`src/rtl/lsu_byte_lane_if.sv`:
```
// Request/response bundle between the execute stage and the load/store unit.
// The master side issues valid/ready requests; the slave side returns a one-cycle response pulse.
interface lsu_byte_lane_if #(
  parameter int ADDR_W = 32
) ();
  logic              req_valid;
  logic              req_ready;
  logic              req_we;
  logic [ADDR_W-1:0] req_addr;
  logic [1:0]        req_size;
  logic              req_unsigned;
  logic [31:0]       req_wdata;
  logic              rsp_valid;
  logic [31:0]       rsp_rdata;
  logic              rsp_err;

  modport master (
    output req_valid, req_we, req_addr, req_size, req_unsigned, req_wdata,
    input  req_ready, rsp_valid, rsp_rdata, rsp_err
  );

  modport slave (
    input  req_valid, req_we, req_addr, req_size, req_unsigned, req_wdata,
    output req_ready, rsp_valid, rsp_rdata, rsp_err
  );
endinterface

```
`src/rtl/lsu_byte_lane.sv`:
```
// Load/store unit driving four 8-bit synchronous-read dmem byte lanes, single outstanding request.
// Optional MISALIGNED_EN: lane-crossing requests are split into two word accesses instead of erroring.
module lsu_byte_lane #(
  parameter int ADDR_W = 32
) (
  input  logic              clk,
  input  logic              rst,
  lsu_byte_lane_if.slave    bus,
  output logic [3:0]        o_mem_we,
  output logic [ADDR_W-1:0] o_mem_addr,
  output logic [31:0]       o_mem_wdata,
  input  logic [31:0]       i_mem_rdata
);

  typedef enum logic [1:0] {
    ST_IDLE     = 2'd0,
    ST_LD_WAIT  = 2'd1,
    ST_SECOND   = 2'd2,
    ST_LD_WAIT2 = 2'd3
  } state_t;

  state_t            r_state;
  state_t            w_state_nx;
  logic [1:0]        r_size;
  logic              r_uns;
  logic [1:0]        r_off;
  logic              r_we;
  logic [ADDR_W-1:0] r_addr_a;
  logic [ADDR_W-1:0] r_addr_b;
  logic [3:0]        r_we2;
  logic [31:0]       r_wdata2;
  logic [31:0]       r_word0;
  logic              r_rsp_valid;
  logic              r_rsp_err;
  logic [31:0]       r_rsp_rdata;

  logic              w_ready;
  logic              w_accept;
  logic [1:0]        w_off;
  logic [3:0]        w_mask;
  logic [7:0]        w_lanes8;
  logic [63:0]       w_data64;
  logic              w_illegal;
  logic              w_err;
  logic              w_split;
  logic [ADDR_W-1:0] w_word_addr;
  logic [63:0]       w_rd64;
  logic [31:0]       w_rd_sh;
  logic [31:0]       w_load;
  logic              w_rsp_set;
  logic              w_rsp_err_nx;
  logic [31:0]       w_rsp_data_nx;

  function automatic logic [31:0] f_extend(input logic [31:0] d, input logic [1:0] size,
                                           input logic uns);
    logic [31:0] res;
    case (size)
      2'b00:   res = uns ? {24'h000000, d[7:0]}  : {{24{d[7]}}, d[7:0]};
      2'b01:   res = uns ? {16'h0000, d[15:0]}   : {{16{d[15]}}, d[15:0]};
      default: res = d;
    endcase
    return res;
  endfunction

  // Ready is withheld during the response cycle so a new request starts only after it.
  assign w_ready       = (r_state == ST_IDLE) & ~r_rsp_valid & ~rst;
  assign w_accept      = bus.req_valid & w_ready;
  assign w_off         = bus.req_addr[1:0];
  assign w_word_addr   = {bus.req_addr[ADDR_W-1:2], 2'b00};
  assign w_illegal     = (bus.req_size == 2'b11);
  assign w_lanes8      = {4'b0000, w_mask} << w_off;
  assign w_data64      = {32'h0000_0000, bus.req_wdata} << {w_off, 3'b000};
  assign w_rd64        = (r_state == ST_LD_WAIT2) ? {i_mem_rdata, r_word0}
                                                  : {32'h0000_0000, i_mem_rdata};
  assign w_rd_sh       = 32'(w_rd64 >> {r_off, 3'b000});
  assign w_load        = f_extend(w_rd_sh, r_size, r_uns);
  assign bus.req_ready = w_ready;
  assign bus.rsp_valid = r_rsp_valid;
  assign bus.rsp_err   = r_rsp_err;
  assign bus.rsp_rdata = r_rsp_rdata;

  // Base lane mask for the access size before rotation to the byte offset.
  always_comb begin
    w_mask = 4'b1111;
    case (bus.req_size)
      2'b00:   w_mask = 4'b0001;
      2'b01:   w_mask = 4'b0011;
      default: w_mask = 4'b1111;
    endcase
  end

  // Upper nibble of the rotated mask marks bytes spilling into the next word.
  always_comb begin
`ifdef MISALIGNED_EN
    w_err   = w_illegal;
    w_split = (|w_lanes8[7:4]) & ~w_illegal;
`else
    w_err   = w_illegal | ((bus.req_size == 2'b01) & w_off[0]) |
              ((bus.req_size == 2'b10) & (w_off != 2'b00));
    w_split = 1'b0;
`endif
  end

  // Next-state, memory-port drive and response staging.
  always_comb begin
    w_state_nx    = r_state;
    o_mem_we      = 4'b0000;
    o_mem_addr    = r_addr_a;
    o_mem_wdata   = 32'h0000_0000;
    w_rsp_set     = 1'b0;
    w_rsp_err_nx  = 1'b0;
    w_rsp_data_nx = 32'h0000_0000;
    case (r_state)
      ST_IDLE: begin
        o_mem_addr  = w_word_addr;
        o_mem_wdata = w_data64[31:0];
        if (w_accept) begin
          if (w_err) begin
            w_rsp_set    = 1'b1;
            w_rsp_err_nx = 1'b1;
          end else if (w_split) begin
            o_mem_we   = bus.req_we ? w_lanes8[3:0] : 4'b0000;
            w_state_nx = ST_SECOND;
          end else if (bus.req_we) begin
            o_mem_we  = w_lanes8[3:0];
            w_rsp_set = 1'b1;
          end else begin
            w_state_nx = ST_LD_WAIT;
          end
        end else begin
          w_state_nx = ST_IDLE;
        end
      end
      ST_LD_WAIT: begin
        w_rsp_set     = 1'b1;
        w_rsp_data_nx = w_load;
        w_state_nx    = ST_IDLE;
      end
      ST_SECOND: begin
        o_mem_addr  = r_addr_b;
        o_mem_wdata = r_wdata2;
        if (r_we) begin
          o_mem_we   = r_we2;
          w_rsp_set  = 1'b1;
          w_state_nx = ST_IDLE;
        end else begin
          w_state_nx = ST_LD_WAIT2;
        end
      end
      ST_LD_WAIT2: begin
        w_rsp_set     = 1'b1;
        w_rsp_data_nx = w_load;
        w_state_nx    = ST_IDLE;
      end
      default: w_state_nx = ST_IDLE;
    endcase
  end

  // State register.
  always_ff @(posedge clk or posedge rst) begin
    if (rst) begin
      r_state <= ST_IDLE;
    end else begin
      r_state <= w_state_nx;
    end
  end

  // Per-request context, so req_* may change freely after acceptance.
  always_ff @(posedge clk or posedge rst) begin
    if (rst) begin
      r_size   <= 2'b00;
      r_uns    <= 1'b0;
      r_off    <= 2'b00;
      r_we     <= 1'b0;
      r_addr_a <= '0;
      r_addr_b <= '0;
      r_we2    <= 4'b0000;
      r_wdata2 <= 32'h0000_0000;
      r_word0  <= 32'h0000_0000;
    end else begin
      if (w_accept) begin
        r_size   <= bus.req_size;
        r_uns    <= bus.req_unsigned;
        r_off    <= w_off;
        r_we     <= bus.req_we;
        r_addr_a <= w_word_addr;
        r_addr_b <= w_word_addr + ADDR_W'(3'd4);
        r_we2    <= w_lanes8[7:4];
        r_wdata2 <= w_data64[63:32];
      end
      if (r_state == ST_SECOND) begin
        r_word0 <= i_mem_rdata;
      end
    end
  end

  // Registered response pulse.
  always_ff @(posedge clk or posedge rst) begin
    if (rst) begin
      r_rsp_valid <= 1'b0;
      r_rsp_err   <= 1'b0;
      r_rsp_rdata <= 32'h0000_0000;
    end else begin
      r_rsp_valid <= w_rsp_set;
      r_rsp_err   <= w_rsp_err_nx;
      r_rsp_rdata <= w_rsp_data_nx;
    end
  end

endmodule

```
`src/flat_wrapper.sv`:
```
// flat-port wrapper written by rule: the top's interface ports become plain ports
module lsu_byte_lane_flat 
#(
  parameter int ADDR_W = 32
)
  (clk, rst, o_mem_we, o_mem_addr, o_mem_wdata, i_mem_rdata, bus_req_valid, bus_req_we, bus_req_addr, bus_req_size, bus_req_unsigned, bus_req_wdata, bus_req_ready, bus_rsp_valid, bus_rsp_rdata, bus_rsp_err);
  lsu_byte_lane_if #(.ADDR_W(ADDR_W)) bus_i ();
  input  logic clk;
  input  logic rst;
  output logic [3:0] o_mem_we;
  output logic [ADDR_W-1:0] o_mem_addr;
  output logic [31:0] o_mem_wdata;
  input  logic [31:0] i_mem_rdata;
  input wire logic [$bits(bus_i.req_valid)-1:0] bus_req_valid;
  input wire logic [$bits(bus_i.req_we)-1:0] bus_req_we;
  input wire logic [$bits(bus_i.req_addr)-1:0] bus_req_addr;
  input wire logic [$bits(bus_i.req_size)-1:0] bus_req_size;
  input wire logic [$bits(bus_i.req_unsigned)-1:0] bus_req_unsigned;
  input wire logic [$bits(bus_i.req_wdata)-1:0] bus_req_wdata;
  output wire logic [$bits(bus_i.req_ready)-1:0] bus_req_ready;
  output wire logic [$bits(bus_i.rsp_valid)-1:0] bus_rsp_valid;
  output wire logic [$bits(bus_i.rsp_rdata)-1:0] bus_rsp_rdata;
  output wire logic [$bits(bus_i.rsp_err)-1:0] bus_rsp_err;
  assign bus_i.req_valid = bus_req_valid;
  assign bus_i.req_we = bus_req_we;
  assign bus_i.req_addr = bus_req_addr;
  assign bus_i.req_size = bus_req_size;
  assign bus_i.req_unsigned = bus_req_unsigned;
  assign bus_i.req_wdata = bus_req_wdata;
  assign bus_req_ready = bus_i.req_ready;
  assign bus_rsp_valid = bus_i.rsp_valid;
  assign bus_rsp_rdata = bus_i.rsp_rdata;
  assign bus_rsp_err = bus_i.rsp_err;
  lsu_byte_lane #(.ADDR_W(ADDR_W)) u_core (.clk(clk), .rst(rst), .bus(bus_i), .o_mem_we(o_mem_we), .o_mem_addr(o_mem_addr), .o_mem_wdata(o_mem_wdata), .i_mem_rdata(i_mem_rdata));
endmodule
```
`config.mk`:
```
export PLATFORM = sky130hd
export DESIGN_NAME = lsu_byte_lane_flat
export DESIGN_NICKNAME = d
export VERILOG_FILES = /design/src/rtl/lsu_byte_lane_if.sv /design/src/rtl/lsu_byte_lane.sv /design/src/flat_wrapper.sv
export SDC_FILE = /design/constraint.sdc
export NUM_CORES = 1
export LEC_CHECK = 0
export ABC_CLOCK_PERIOD_IN_PS = 7740
export CORE_AREA = 8 8 187 189
export CTS_CLUSTER_SIZE = 28
export DETAILED_ROUTE_END_ITERATION = 16
export DIE_AREA = 0 0 195 197
export GPL_TIMING_DRIVEN = 0
export PLACE_DENSITY = 0.49
export SLEW_MARGIN = 40
export SYNTH_ARGS = -nofsm -noshare
export SYNTH_HDL_FRONTEND = slang
export SYNTH_SLANG_ARGS = --single-unit
```
`constraint.sdc`:
```
create_clock -name clk -period 7.74 [get_ports clk]
set_input_delay 1.935 -clock clk [delete_from_list [all_inputs] [get_ports clk]]
set_output_delay 1.935 -clock clk [all_outputs]
set_load 0.03 [all_outputs]
```
==> insert_results.sql <==
INSERT INTO impl_metrics (metric_group, metric, value, unit) VALUES
('yosys', 'syn_avg_cell_area', '9.53', 'um2'),
('yosys', 'synth_top_flop_cell', 'sky130_fd_sc_hd__dfrtp_1', ''),
('global_routing', 'grt_first_pass_wirelength', '54600', 'um'),
('yosys', 'synth-async-reset-ratio', '100', '%'),
('floorplanning', 'floorplan.rows', '66', ''),
('yosys', 'synth_enable_flop_cells', '0', ''),
('finish', 'utilization', '39.3', '%'),
('clocking', 'clkTransAtPathRegs', '0.07', 'ns'),
('setup_path', 'critical_path.n_buffers_inverters', '4', ''),
('clocking', 'cts_num_sinks', '161', ''),
('routing', 'mean_routed_wirelength_per_cell', '21.9', 'um'),
('setup_path', 'critPathLaunchType', 'input port', ''),
('clocking', 'cts_buffers', '17', ''),
('setup_path', 'max_stage_delay', '0.70', 'ns'),
('floorplanning', 'overall_die_width', '195', 'um'),
('placed_design', 'placement.io_buffers', '200', ''),
('sta', 'timing_worst_slew_pin_value', '0.847', 'ns'),
('sta', 'timing.final.hold_violations', '0', ''),
('routing', 'num_vias', '8546', ''),
('sta', 'setup_repair_after_global_routing_missed_its_margin', 'no', ''),
('clocking', 'clk_path_buf_depth', '2', ''),
('yosys', 'ys_warn_count', '0', ''),
('status', 'outcome', 'finished, final reports clean', ''),
('min_path', 'min_delay_path_class', 'register to register', ''),
('sta', 'fmaxAchievable', '0.141', 'GHz'),
('setup_path', 'regToRegStartpoint', 'u_core.r_state[1]$_DFFE_PP0P_', ''),
('clocking', 'clock_tree_from_tritoncts', 'built', ''),
('sta', 'fin_crit', '7.07', 'ns'),
('setup_path', 'crit_path_end_kind', 'output port', ''),
('power_and_ir_drop', 'p_sw_share', '33.4', '%'),
('job', 'drv.max_cap_violation_count', '0', ''),
('power_and_ir_drop', 'clock_power_share', '35.5', '%'),
('min_path', 'critical_hold_path_startpoint', 'u_core.r_wdata2[9]$_DFFE_PP0N_', ''),
('global_routing', 'gr-max-usage-layer', 'met2', ''),
('finish', 'antenna-diode-count', '0', ''),
('clocking', 'cts.repair.resized', '0', ''),
('power_and_ir_drop', 'pwr-share-comb', '24.6', '%'),
('floorplanning', 'floorplan.core_area', '32000', 'um2'),
('clocking', 'cts_setup_buffers', '0', ''),
('finish', 'syn_to_final_growth', '33.7', '%'),
('routing', 'drt_first_iter_violations', '697', ''),
('power_and_ir_drop', 'cellInternalPower', '1640', 'uW'),
('placed_design', 'placer_s_final_routability_congestion_estimate', '0.815', ''),
('power_and_ir_drop', 'max-vdd-ir-drop', '0.000145', 'V'),
('clocking', 'htreeDepth', '4', ''),
('finish', 'post_route_cells_drive_above_1_share', '13.0', '%'),
('finish', 'number_of_fillers_in_the_final_layout', '3228', ''),
('power_and_ir_drop', 'p_leak', '0.00532', 'uW'),
('sta', 'timing.slew.headroom', '43.5', '%'),
('setup_path', 'worstPathMaxFanout', '10', ''),
('setup_path', 'critical_path_arrival', '5.13', 'ns'),
('power_and_ir_drop', 'power_per_cell_area', '195', 'nW/um2'),
('sta', 'final-setup-viol-count', '0', ''),
('power_and_ir_drop', 'net_switching_power', '822', 'uW'),
('global_routing', 'via_count_of_the_first_global_routing_pass', '8783', ''),
('global_routing', 'grt-ovfl-total', '0', ''),
('yosys', 'synth_seq_cells', '161', ''),
('routing', 'antenna_left', '0', ''),
('routing', 'vias_per_cell', '5.23', ''),
('setup_path', 'setup.worst_path.class', 'input port to output port', ''),
('global_routing', 'gr-usage-met1', '24.0', '%'),
('yosys', 'synthesis.instances', '989', ''),
('clocking', 'clock_latency', '0.44', 'ns'),
('power_and_ir_drop', 'power_frac_seq', '39.9', '%'),
('clocking', 'cts_root_buffer', 'sky130_fd_sc_hd__clkbuf_16', ''),
('global_routing', 'globalRouteMet3Util', '4.30', '%'),
('placed_design', 'hpwl', '26200', 'um'),
('setup_path', 'worstPathCellList', 'clkdlybuf4s50_1, or3_1, clkbuf_1, clkbuf_1, nor2_1, a22o_1, clkdlybuf4s50_1', ''),
('routing', 'detail_route.wirelength', '35800', 'um'),
('setup_path', 'crit_start', 'bus_req_addr[1]', ''),
('global_routing', 'grt_start_max_net_pins', '61', '');
-- worst paths after layout --
path                                                       end  slack [ns]  cells after the start
worst max-delay path                            o_mem_wdata[1]        0.67                      7
worst min-delay path            u_core.r_wdata2[9]$_DFFE_PP0N_        0.47                      2
max in group asynchronous       u_core.r_addr_b[2]$_DFFE_PP0N_        4.70                      4
min in group asynchronous       u_core.r_word0[24]$_DFFE_PP0P_        2.07                      2
worst max register to register  u_core.r_wdata2[0]$_DFFE_PP0N_        5.35                      6
worst min register to register  u_core.r_wdata2[9]$_DFFE_PP0N_        0.47                      2
-- worst min-delay path: stages, from the launching register on --
cell and delay (ns):
sky130_fd_sc_hd__dfrtp_1 0.34, sky130_fd_sc_hd__nand2_1 0.05, sky130_fd_sc_hd__nand2_1 0.05
-- layout by cell type (no fill, tap or decap), types with 6 or more instances in the layout --
cell type	synthesis	layout
sky130_fd_sc_hd__clkbuf_16	0	17
sky130_fd_sc_hd__a221o_1	8	8
sky130_fd_sc_hd__a221oi_1	9	9
sky130_fd_sc_hd__mux2i_1	82	82
sky130_fd_sc_hd__a21oi_2	10	10
sky130_fd_sc_hd__dfrtp_1	161	161
sky130_fd_sc_hd__buf_2	28	28
sky130_fd_sc_hd__a211oi_1	8	8
sky130_fd_sc_hd__a22o_1	8	8
sky130_fd_sc_hd__o21ai_0	94	93
sky130_fd_sc_hd__nand3_1	41	41
sky130_fd_sc_hd__a31oi_1	8	8
sky130_fd_sc_hd__nand4_1	9	9
sky130_fd_sc_hd__nand2_1	213	213
sky130_fd_sc_hd__clkdlybuf4s50_1	0	200
sky130_fd_sc_hd__nor2_1	40	40
sky130_fd_sc_hd__a21oi_1	31	31
sky130_fd_sc_hd__or4_1	11	11
sky130_fd_sc_hd__buf_1	4	6
sky130_fd_sc_hd__inv_6	0	6
sky130_fd_sc_hd__mux4_2	23	23
sky130_fd_sc_hd__mux2_2	49	49
sky130_fd_sc_hd__and3_1	8	8
sky130_fd_sc_hd__clkbuf_1	43	43
sky130_fd_sc_hd__xor2_1	13	13
sky130_fd_sc_hd__nand2b_1	7	7
sky130_fd_sc_hd__nor2b_1	14	14
-- power groups by stage --
stage	clock, uW	combinational, uW	sequential (uW)
final	873	605	983
after global routing	922	658	994
after CTS	894	610	982
after detailed placement	0	608	998
after global placement	0	602	997
after floorplan	0	348	997
-- stage by stage --
stage                     std cells  setup slack (ns)  instance area [um2]  power [uW]  TNS [ns]
final                          1634             0.670                12600        2460         0
after floorplan                 990              1.46                 9430        1340         0
after global routing           1634             0.536                12600        2570         0
after detailed placement       1602             0.689                12000        1610         0
after global placement         1598             -1.54                11900        1600   -247.33
after CTS                      1634             0.686                12600        2490         0
-- routing by layer --
metal	part of all wire, %	wire (um)
met1	45	16300
met2	47	16800
met3	5.8	2080
met4	1.8	632
met5	0.036	13
-- state kept, by name, indices dropped and copies added, names as in the netlist --
name	flops
u_core.bus.rsp_rdata	32
u_core.r_word0	32
u_core.r_addr_a	30
u_core.r_addr_b	30
u_core.r_wdata2	24
u_core.r_we2	3
u_core.r_off	2
u_core.r_size	2
u_core.r_state	2
u_core.bus.rsp_err	1
u_core.bus.rsp_valid	1
u_core.r_uns	1
u_core.r_we	1
-- cell type report --
| type | count | area, um2 | area share [%] |
|---|---|---|---|
| buffer | 83 | 395 | 3.14 |
| tap | 408 | 510 | 4.05 |
| timing repair buffer | 204 | 2060 | 16.4 |
| inverter | 5 | 26.3 | 0.208 |
| sequential | 161 | 4030 | 32.0 |
| clock buffer | 17 | 425 | 3.38 |
| clock inverter | 15 | 164 | 1.30 |
| multi-input combinational | 741 | 4990 | 39.6 |
-- synth_stat cells (10+ instances only) --
| master | n | area [um2] |
|---|---|---|
| sky130_fd_sc_hd__nand3_1 | 41 | 205 |
| sky130_fd_sc_hd__or4_1 | 11 | 82.6 |
| sky130_fd_sc_hd__mux4_2 | 23 | 518 |
| sky130_fd_sc_hd__xor2_1 | 13 | 114 |
| sky130_fd_sc_hd__mux2_2 | 49 | 552 |
| sky130_fd_sc_hd__a21oi_1 | 31 | 155 |
| sky130_fd_sc_hd__a21oi_2 | 10 | 87.6 |
| sky130_fd_sc_hd__o21ai_0 | 94 | 470 |
| sky130_fd_sc_hd__nand2_1 | 213 | 800 |
| sky130_fd_sc_hd__clkbuf_1 | 43 | 161 |
| sky130_fd_sc_hd__mux2i_1 | 82 | 821 |
| sky130_fd_sc_hd__dfrtp_1 | 161 | 4030 |
| sky130_fd_sc_hd__nor2_1 | 40 | 150 |
| sky130_fd_sc_hd__buf_2 | 28 | 140 |
| sky130_fd_sc_hd__nor2b_1 | 14 | 87.6 |
-- kinds of logic (layout without fill, tap and decap cells) --
group	after synthesis	count (layout)	share of synthesized area, %
flip-flops	161	161	42.7
multiplexers	154	154	20.1
XOR/XNOR	14	14	1.30
adder cells (fa/ha/maj)	1	1	0.133
buffers and inverters	88	324	4.39
AND/OR/NAND/NOR	369	369	18.0
AO/OA/AOI/OAI	201	201	13.4
other	1	2	0.0398
No activity file was read; power rests on OpenSTA's default activity.
